File: src/rtl/mcu51_pkg.sv
// mcu51_pkg: shared mcu51 encodings for reset sequencing and the RSTSRC register
package mcu51_pkg;
    typedef enum logic {ST_ASSERT = 1'b0, ST_RUN = 1'b1} rst_state_t;
    localparam int RS_POR = 0;
    localparam int RS_EXT = 1;
    localparam int RS_SOFT = 2;
    localparam int RS_WDT = 3;
    localparam logic [6:0] RSTSRC_ID_DEF = 7'h71;
    localparam logic [7:0] RSTSRC_RST = 8'h01;
endpackage

File: src/rtl/rstpin_filter.sv
// rstpin_filter: synchronizes extrst_n and qualifies it after 3 consecutive low samples
module rstpin_filter (
    input  logic clkcpu,
    input  logic rstn,
    input  logic extrst_n,
    output logic ext_req
);
    logic [1:0] sync_low;
    logic [2:0] hist;
    always_ff @(posedge clkcpu or negedge rstn) begin
        if (!rstn) begin
            sync_low <= '0;
            hist <= '0;
        end else begin
            sync_low <= {sync_low[0], ~extrst_n};
            hist <= {hist[1:0], sync_low[1]};
        end
    end
    assign ext_req = &hist;
endmodule

File: src/rtl/reset_sequencer.sv
// reset_sequencer: stretches POR/external/software/watchdog resets into resetff and records the cause in RSTSRC
// Define WDT_RESET_EN to let wdtreq trigger resets and set RSTSRC[3].
module reset_sequencer
    import mcu51_pkg::*;
#(
    parameter int RST_CYCLES = 16,
    parameter logic [6:0] RSTSRC_ID = RSTSRC_ID_DEF
) (
    input  logic       clkcpu,
    input  logic       rstn,
    input  logic       extrst_n,
    input  logic       srstreq,
    input  logic       wdtreq,
    input  logic [6:0] sfraddr,
    input  logic [7:0] sfrdatai,
    input  logic       sfrwe,
    output logic [7:0] sfrdatao,
    output logic       resetff
);
    localparam logic [4:0] LAST = 5'(RST_CYCLES - 1);
    rst_state_t state;
    logic [4:0] cnt;
    logic [1:0] por_sync;
    logic [2:0] req, req_q;
    logic [7:0] rstsrc, keep, set_bits;
    logic ext_req, wdt_req;
    rstpin_filter u_filter (
        .clkcpu  (clkcpu),
        .rstn    (rstn),
        .extrst_n(extrst_n),
        .ext_req (ext_req)
    );
`ifdef WDT_RESET_EN
    assign wdt_req = wdtreq;
`else
    assign wdt_req = wdtreq & 1'b0;
`endif
    always_comb begin
        req = {wdt_req, srstreq, ext_req};
        set_bits = '0;
        set_bits[RS_EXT] = ext_req;
        set_bits[RS_SOFT] = srstreq;
        set_bits[RS_WDT] = wdt_req;
        keep = (sfrwe && sfraddr == RSTSRC_ID) ? sfrdatai : 8'hff;
        sfrdatao = (sfraddr == RSTSRC_ID) ? rstsrc : 8'h00;
    end
    // In ST_ASSERT only a newly arriving request extends the reset, so a held request does not stall it.
    always_ff @(posedge clkcpu or negedge rstn) begin
        if (!rstn) begin
            state <= ST_ASSERT;
            resetff <= 1'b1;
            cnt <= '0;
            por_sync <= '0;
            req_q <= '0;
            rstsrc <= RSTSRC_RST;
        end else begin
            por_sync <= {por_sync[0], 1'b1};
            req_q <= req;
            rstsrc <= ((rstsrc & keep) | set_bits) & 8'h0f;
            if (state == ST_RUN) begin
                if (|req) begin
                    state <= ST_ASSERT;
                    resetff <= 1'b1;
                    cnt <= '0;
                end
            end else if (|(req & ~req_q)) begin
                cnt <= '0;
            end else if (por_sync[1]) begin
                if (cnt == LAST) begin
                    state <= ST_RUN;
                    resetff <= 1'b0;
                end else begin
                    cnt <= cnt + 5'd1;
                end
            end
        end
    end
endmodule

File: config.mk
export PLATFORM = sky130hd
export DESIGN_NAME = reset_sequencer
export DESIGN_NICKNAME = d
export VERILOG_FILES = /design/src/rtl/mcu51_pkg.sv /design/src/rtl/rstpin_filter.sv /design/src/rtl/reset_sequencer.sv
export SDC_FILE = /design/constraint.sdc
export NUM_CORES = 1
export LEC_CHECK = 0
export BUFFER_PORTS_ARGS = -buffer_cell sky130_fd_sc_hd__buf_2
export CAP_MARGIN = 20
export CELL_PAD_IN_SITES_DETAIL_PLACEMENT = 0
export CELL_PAD_IN_SITES_GLOBAL_PLACEMENT = 1
export CORE_MARGIN = 1
export CORE_UTILIZATION = 36
export DETAILED_ROUTE_END_ITERATION = 12
export GPL_TIMING_DRIVEN = 0
export PLACE_DENSITY_LB_ADDON = 0.2
export SYNTH_ARGS = -nofsm -noshare
export SYNTH_HDL_FRONTEND = slang
export SYNTH_SLANG_ARGS = --single-unit
File: constraint.sdc
create_clock -name clkcpu -period 2.6 [get_ports clkcpu]
set_clock_uncertainty 0.2 [all_clocks]
set_input_delay 0.39 -clock clkcpu [delete_from_list [all_inputs] [get_ports clkcpu]]
set_output_delay 0.39 -clock clkcpu [all_outputs]
set_load 0.01 [all_outputs]
=== Word level (Yosys, flattened, before mapping) ===
Cells that the tools add are included.

* Bitwise logic cells: 5
* Multipliers: 0
* Magnitude comparators: 0
* Divide/modulo/power cells: 0
* Mux-type cells: 17
* Reduce and logical (&&, ||, !) cells: 9
* Shifts and indexed selects: 0
* Equal/unequal tests: 5
* $add $sub $neg: 1

{| class="wikitable"
|+ Operators with widths
! cell !! count
|-
| 5-bit two-way mux || 5
|-
| 1-bit two-way mux || 10
|-
| 4-bit two-way mux || 2
|-
| 7-bit equality test (second input constant) || 1
|-
| 3-bit AND reduction || 2
|-
| 5-bit by 1-bit adder with 5-bit output (second input constant) || 1
|-
| 5-bit by 4-bit equality test with 1-bit output (second input constant) || 1
|-
| 4-bit AND || 1
|-
| 4-bit by 3-bit bitwise OR with 4-bit output || 1
|-
| 4-bit AND reduction || 1
|-
| 2-bit nonzero test || 2
|-
| 2-bit by 3-bit AND with 3-bit output || 1
|-
| 3-bit inequality test (second input constant) || 1
|-
| 2-bit inverter with 3-bit output || 1
|-
| 3-bit nonzero test || 1
|-
| 3-bit OR reduction || 1
|-
| 2-bit by 1-bit inequality test with 1-bit output (second input constant) || 1
|-
| 2-bit inequality test (second input constant) || 1
|-
| 2-bit OR reduction || 1
|-
| 1-bit logical AND || 1
|-
| 1-bit inverter || 1
|}

* Input bits: 21
* ROM bits: 0
* Bits in writable memories: 0
* Memories kept: 0
* Bits in registers: 20
* Latch bits: 0
* Output and inout port bits: 9
* Logic and storage cells: 45

=== Logic depth before layout (Yosys ltp) ===
Gate-level depths: netlist of run 1.

* Word-level depth: 5
* Gate-level depth with buffers: 7
* Gate-level depth less buffers: 7

=== By module ===
A second synthesis of run 1 with hierarchy kept.

* Cells, all modules: 84
* Area total of the unflattened synthesis: 907.1 sq um

{| class="wikitable"
|+ By module, submodules not included
! module !! area each (sq um) !! times used !! sequential area each (sq um) !! cells an instance
|-
| reset_sequencer || 772.0 || 1 || 377.9 || 77
|-
| rstpin_filter || 135.1 || 1 || 125.1 || 7
|}

=== Least setup slack after synthesis of run 1 ===
OpenSTA, ideal clock, no wires.

* Path kind: register to register
* Start: reg cnt[0]
* End: reg cnt[3]
* Data required time: 2318 ps
* Setup time: 82 ps
* Stages on the path, launching flop included: 8
* Clock period less this slack: 1915 ps
* Arrival time: 1633 ps
* Buffers on the path: 0
* Setup slack: 685 ps
* Cells stage by stage: dfrtp_1 > ha_1 > and3_1 > ha_1 > nor2b_1 > and3_1 > a31oi_1 > a31oi_1

* Longest elaborated chain between the ends: 5
* Elaborated cells between the ends (all ways): 8
* Those cells by class: add/sub (1); eq/ne (2); mux (4); reduce/logical (1)

{| class="wikitable"
|+ RTL lines
! what !! RTL line !! RTL
|-
| from (decl) || reset_sequencer.sv:22 || <nowiki>logic [4:0] cnt;</nowiki>
|-
| from (signal assigned) || reset_sequencer.sv:73 || <nowiki>cnt <= cnt + 5'd1;</nowiki>
|-
| 5-bit by 1-bit adder with 5-bit output || reset_sequencer.sv:73 ||
|-
| 5-bit two-way mux || reset_sequencer.sv:69 || <nowiki>if (cnt == LAST) begin</nowiki>
|-
| 5-bit two-way mux || reset_sequencer.sv:68 || <nowiki>end else if (por_sync[1]) begin</nowiki>
|-
| 5-bit two-way mux || reset_sequencer.sv:66 || <nowiki>end else if (|(req & ~req_q)) begin</nowiki>
|-
| 5-bit two-way mux || reset_sequencer.sv:60 || <nowiki>if (state == ST_RUN) begin</nowiki>
|}

Several ways; a longest one is shown, not always the timed one. The select of a mux whose other input is x is not followed.
A chain may end at the register's enable or synchronous reset.

=== Worst setup path after layout of run 1 ===
Ends and elaborated chain as after synthesis.

==> metrics.txt, run 1 <==
layout net count 130; CP cell instances ha_1, and3_1, ha_1, nor2b_1, and3_1, a31oi_1, a31oi_1; CP Class flip-flop to flip-flop; total CTS buffers 3; Pre-antenna DRT Iters 5; DP Worst Slack about 0.47 ns; post-CTS setup buffers 0; antenna violations before repair 0; Clk pin slew, worst setup/hold paths approximately 0.12 ns; DRC violations left 0; Hold Path Cell Cnt 2; first-pass GRT wire length roughly 2400 um; syn avg cell area approximately 11 um2; DRT antenna net count 0; hpwl dp between 1000 and 1500 um; H-tree depth 1; Pleak between 0.5 and 0.6 nW; area of the multi-input gates 309 um2; Final Cell Area approximately 1100 um2; die area roughly 2600 um2; dpl cell area between 1000 and 1500 um2; Top delay family on crit path simple AND/OR/NAND/NOR gates; initial core utilization 0.389; RSZ-0062 raised after global routing no; via count of the first global-routing pass between 500 and 600; GPL Wtd Cong around 0.74; Synth area leader dfrtp_1; Iter 0 DRT Violations 5; Final Max Slew Viols 0; PD cells 623 nW/um2; maximum vdd drop between 0.4 and 0.5 mV; largest net degree at the start of global routing 21; Critical Path AT roughly 2.2 ns; hold buffers post-CTS 1; total grt overflow 0; Vias 604; ant diodes 0; Synthesis Warnings 0; GRT Total Usage 0.129; Layout Cells excl Fill roughly 130; Top Ports 30; vias per cell around 4.5; Max Cap Viol 0; CTS tree built; #FFs+latches synth 20; type of origin of the critical path flip-flop; Final Hold Fails 0; largest cells by area after synthesis dfrtp_1 (52%), dfstp_2 (6.1%), a31oi_1 (4.3%); total power a little under 0.7 mW; Fill cells about 220; WP data required 2.63 ns; Max FO, Critical Path 6; area of the core 2230 um2; root buffer cell clkbuf_4; die extent in y between 50 and 60 um; Min Hold Slack 0.0796 ns; R2R cell count 7; Synth Cell Area about 870 um2; crit path time final roughly 2.1 ns; critical path depth in cells 7; Final Util 0.487; critical path endpoint category flip-flop; CP max stage delay approximately 0.44 ns; Area Growth Syn to Fin 25.2%; CP max stage cell dfrtp_1; register area between 500 and 600 um2; number of instances in the placed design around 130; post-synth cell types 28; outcome finished, final reports clean; clock latency on the worst-skew pair approximately 0.30 ns; # setup viols final 0; final WL between 1000 and 1500 um; post-synth top area share 0.519; CTS resizes 0; Rows 17; Fmax approximately 470 MHz; port bufs 20; # clock sinks 20; share of layout cells above drive strength 1 0.311; setup_tns 0 ns; worst path buffer plus inverter count 0; Final WS setup around 0.45 ns; drt wl/cell 10.3 um; Syn Inst Count between 70 and 80; clk buf depth 2; sequential fraction of the synthesis area 0.579; Hold Path Class input port to flip-flop; chip width a little over 50 um; Final Cycle Share 0.826
-- routing by layer --
metal,up-vias,wire [um],track usage
met3,2,66,0.0298
met2,14,577,0.191
li1,316,-,-
met1,272,714,0.167
met5,-,0,0
met4,0,16,0.0833
-- registers in the layout, summed over array words and instances (netlist names) --
signal,count
cnt,5
req_q,2
state,1
por_sync,2
rstsrc,4
u_filter.hist,3
resetff,1
u_filter.sync_low,2
-- worst reg2reg max path, stage by stage, from the launching register on --
cell and delay (ns):
dfrtp_1 0.44, ha_1 0.24, and3_1 0.20, ha_1 0.22
nor2b_1 0.34, and3_1 0.21, a31oi_1 0.08, a31oi_1 0.15
-- where the power goes --
group          switching, mW  internal, mW  total [mW]
sequential            0.0162         0.334       0.350
combinational         0.0373        0.0358      0.0731
clock                 0.0983         0.156       0.254
total                  0.152         0.525       0.677
-- path summary, 6_finish.rpt --
path	start	end	slack, ns
worst max-delay path	cnt[0]	cnt[3]	0.45
max in group asynchronous	rstn	rstsrc[0]	1.52
worst min register to register	por_sync[0]	por_sync[1]	0.16
worst max register to register	cnt[0]	cnt[3]	0.45
min in group asynchronous	rstn	cnt[3]	0.35
worst min-delay path	sfrwe	rstsrc[1]	0.08
-- final cells by class --
cell class / instances / area share
Buffer: 6 / 0.0414
Clock buffer: 3 / 0.0207
Clock inverter: 1 / 0.0276
Inverter: 6 / 0.0207
Multi-Input combinational cell: 48 / 0.284
Sequential cell: 20 / 0.463
Tap cell: 28 / 0.0322
Timing Repair Buffer: 22 / 0.110
-- placed cells by master, fill, tap and decap left out, types with 2 or more instances in the layout --
| cell type | synthesis | routed |
|---|---|---|
| buf_2 | 0 | 20 |
| dfrtp_1 | 18 | 18 |
| inv_1 | 6 | 6 |
| a31oi_1 | 6 | 6 |
| nand2_1 | 5 | 5 |
| nor2_1 | 5 | 5 |
| conb_1 | 2 | 5 |
| and2_1 | 4 | 4 |
| buf_4 | 4 | 4 |
| and3_1 | 3 | 3 |
| clkbuf_4 | 0 | 3 |
| o21a_1 | 2 | 2 |
| nand3_1 | 2 | 2 |
| o21ai_1 | 2 | 2 |
| ha_1 | 2 | 2 |
| dlygate4sd3_1 | 0 | 2 |
| dfstp_2 | 2 | 2 |
-- cells in the mapped netlist --
master,count
nor3b_1,1
o21a_1,2
a21oi_2,1
a31o_1,1
o22ai_1,1
clkbuf_1,1
a32oi_1,1
ha_1,2
nor2_1,5
inv_1,6
mux2i_1,1
nand2_1,5
o21ai_0,1
nor2b_1,1
and4_1,1
nand2b_1,1
buf_6,1
dfstp_2,2
nand3_1,2
a31oi_1,6
o21ai_1,2
conb_1,2
a221oi_4,1
and2_1,4
dfrtp_1,18
buf_4,4
nor4b_1,1
and3_1,3
-- kinds of logic (layout without fill, tap and decap cells) --
logic type      Yosys count  count (layout)  share of synthesized area
flops                    20              20                      0.579
other cells               2               5                    0.00865
simple gates             24              24                      0.148
compound gates           16              16                      0.146
fa+ha+maj                 2               2                     0.0288
mux                       1               1                     0.0115
buf+inv                  12              38                     0.0778
No activity file was read; power rests on OpenSTA's default activity.
==> run 2: changes to the inputs <==
--- a/config.mk
+++ b/config.mk
@@ -10,7 +10,7 @@
 export CELL_PAD_IN_SITES_DETAIL_PLACEMENT = 0
 export CELL_PAD_IN_SITES_GLOBAL_PLACEMENT = 1
 export CORE_MARGIN = 1
-export CORE_UTILIZATION = 36
+export CORE_UTILIZATION = 33
 export DETAILED_ROUTE_END_ITERATION = 12
 export GPL_TIMING_DRIVEN = 0
 export PLACE_DENSITY_LB_ADDON = 0.2
==> constraint.sdc (replaced) <==
create_clock -name clkcpu -period 1.95 [get_ports clkcpu]
set_clock_uncertainty 0.2 [all_clocks]
set_input_delay 0.2925 -clock clkcpu [delete_from_list [all_inputs] [get_ports clkcpu]]
set_output_delay 0.2925 -clock clkcpu [all_outputs]
set_load 0.01 [all_outputs]
==> metrics.txt, run 2 (same netlist as run 1, synthesis figures left out) <==
CP Class flip-flop to flip-flop; Hold Path Cell Cnt 2; WP data required about 2.0 ns; final WL between 1500 and 2000 um; most frequent cells in the layout buf_2 (20), dfrtp_1 (18), buf_4 (7); Iter 0 DRT Violations 21; Area Growth Syn to Fin 32.3%; die extent in y 53.3 um; Comb pwr share 0.125; total grt overflow 0; PD cells between 700 and 800 nW/um2; first-pass GRT wire length roughly 2200 um; total CTS buffers 3; Critical R2R Launch cnt[0]; met3 wire len 103 um; ant diodes 0; register share of total power 0.510; root buffer cell clkbuf_4; dpl cell area 1020 um2; worst reg-to-reg setup slack around 0.09 ns; CTS tree built; largest net degree at the start of global routing 21; maximum vdd drop roughly 0.5 mV; Max Cap Viol 0; commonest non-fill, non-tap cell in the layout buf_2; Pre-antenna DRT Iters 4; initial core utilization 0.351; drt wl/cell about 11 um; area of the core 2480 um2; Max FO, Critical Path 5; Clk pin slew, worst setup/hold paths approximately 0.11 ns; layout net count ~140; outcome finished, final reports clean; Final Hold Fails 0; DRC violations left 0; clock latency on the worst-skew pair ~0.30 ns; # clock sinks 20; WL met2 approximately 680 um; R2R cell count 7; GRT Total Usage 0.114; Hold Path Class input port to flip-flop; Crit Reg-Reg Endpoint cnt[3]; Rows 18; share of layout cells above drive strength 1 0.342; DP Worst Slack -0.144 ns; GPL Wtd Cong between 0.7 and 0.8; die area 2840 um2; clock power share 0.364; Fmax about 540 MHz; hpwl dp around 1100 um; port bufs 20; # setup viols final 0; Pleak between 0.5 and 0.6 nW; HP Start sfrdatai[0]; chip width roughly 53 um; Final Cell Area 1150 um2; clk buf depth 2; vias per cell about 4.6; Hold EP rstsrc[0]; Critical Path AT about 1.9 ns; Final Cycle Share 0.955; Final WS setup between 0.08 and 0.09 ns; Top Ports 30; switching portion of total power 0.220; Final Max Slew Viols 0; Int Power 0.713 mW; via count of the first global-routing pass just under 600; Top reg by flops cnt; antenna violations before repair 0; crit path time final approximately 1.9 ns; highest routed layer met4; type of origin of the critical path flip-flop; critical path endpoint category flip-flop; Largest regs cnt (5), rstsrc (4), u_filter.hist (3); H-tree depth 1; Switch Pwr ~0.2 mW; DRT antenna net count 0; Vias ~640; M1 WL 710 um; max FFs per register 5
run 2: final cells by class:
type,count,area (um2)
clock buffer,3,22.5
timing repair buffer,28,173
buffer,5,41.3
fill,239,1330
tap,30,37.5
sequential,20,503
inverter,6,22.5
clock inverter,1,30.0
multi-input combinational,48,319
run 2: layer usage:
metal,track usage,vias up
met4,0.0526,0
met1,0.127,291
met2,0.194,25
met3,0.0345,2
met5,0,-
li1,-,324
run 2: what timing repair did:
| action | in CTS | in global routing |
|---|---|---|
| buffers inserted | 1 | 2 |
| pin swaps | 0 | 0 |
| gates cloned | 0 | 0 |
| gates resized for setup | 2 | 1 |
| hold endpoints to repair | 21 | 1 |
| setup endpoints to repair | 4 | 8 |
| hold buffers | 4 | 1 |
run 2: worst max path at each step:
stage	startpoint	endpoint	slack, ns	depth (start not counted)
5_1_grt	cnt[0]	cnt[3]	-0.004	7
4_1_cts	cnt[0]	cnt[3]	0.004	7
3_5_place_dp	cnt[0]	cnt[3]	-0.14	7
3_3_place_gp	cnt[0]	cnt[3]	-0.14	7
6_report	cnt[0]	cnt[3]	0.09	7
2_1_floorplan	cnt[0]	cnt[3]	0.03	7
run 2: metrics by stage:
stage / power (mW) / instances / hold WS (ns) / util / setup TNS [ns]
3_5_place_dp: 0.571 / 130 / 0.0634 / 0.411 / -0.192
3_3_place_gp: 0.568 / 130 / 0.0572 / 0.411 / -0.164
4_1_cts: 0.916 / 139 / 0.00302 / 0.454 / 0
5_1_grt: 0.958 / 141 / 0.00579 / 0.464 / -0.00363
2_1_floorplan: 0.531 / 80 / -0.203 / - / 0
6_report: 0.914 / 141 / 0.0158 / 0.464 / 0
run 2: worst max-delay path, stage by stage (launching register included):
cell	delay (ns)
dfrtp_1	0.41
ha_1	0.23
and3_1	0.20
ha_2	0.21
nor2b_4	0.16
and3_1	0.16
a31oi_1	0.07
a31oi_1	0.15
run 2: power by group through the flow:
| stage | sequential, mW | clock, mW | combinational, mW |
|---|---|---|---|
| floorplan | 0.471 | 0 | 0.0602 |
| global placement | 0.474 | 0 | 0.0939 |
| detailed placement | 0.476 | 0 | 0.0954 |
| CTS | 0.468 | 0.344 | 0.105 |
| global route | 0.470 | 0.359 | 0.130 |
| finish | 0.467 | 0.333 | 0.114 |
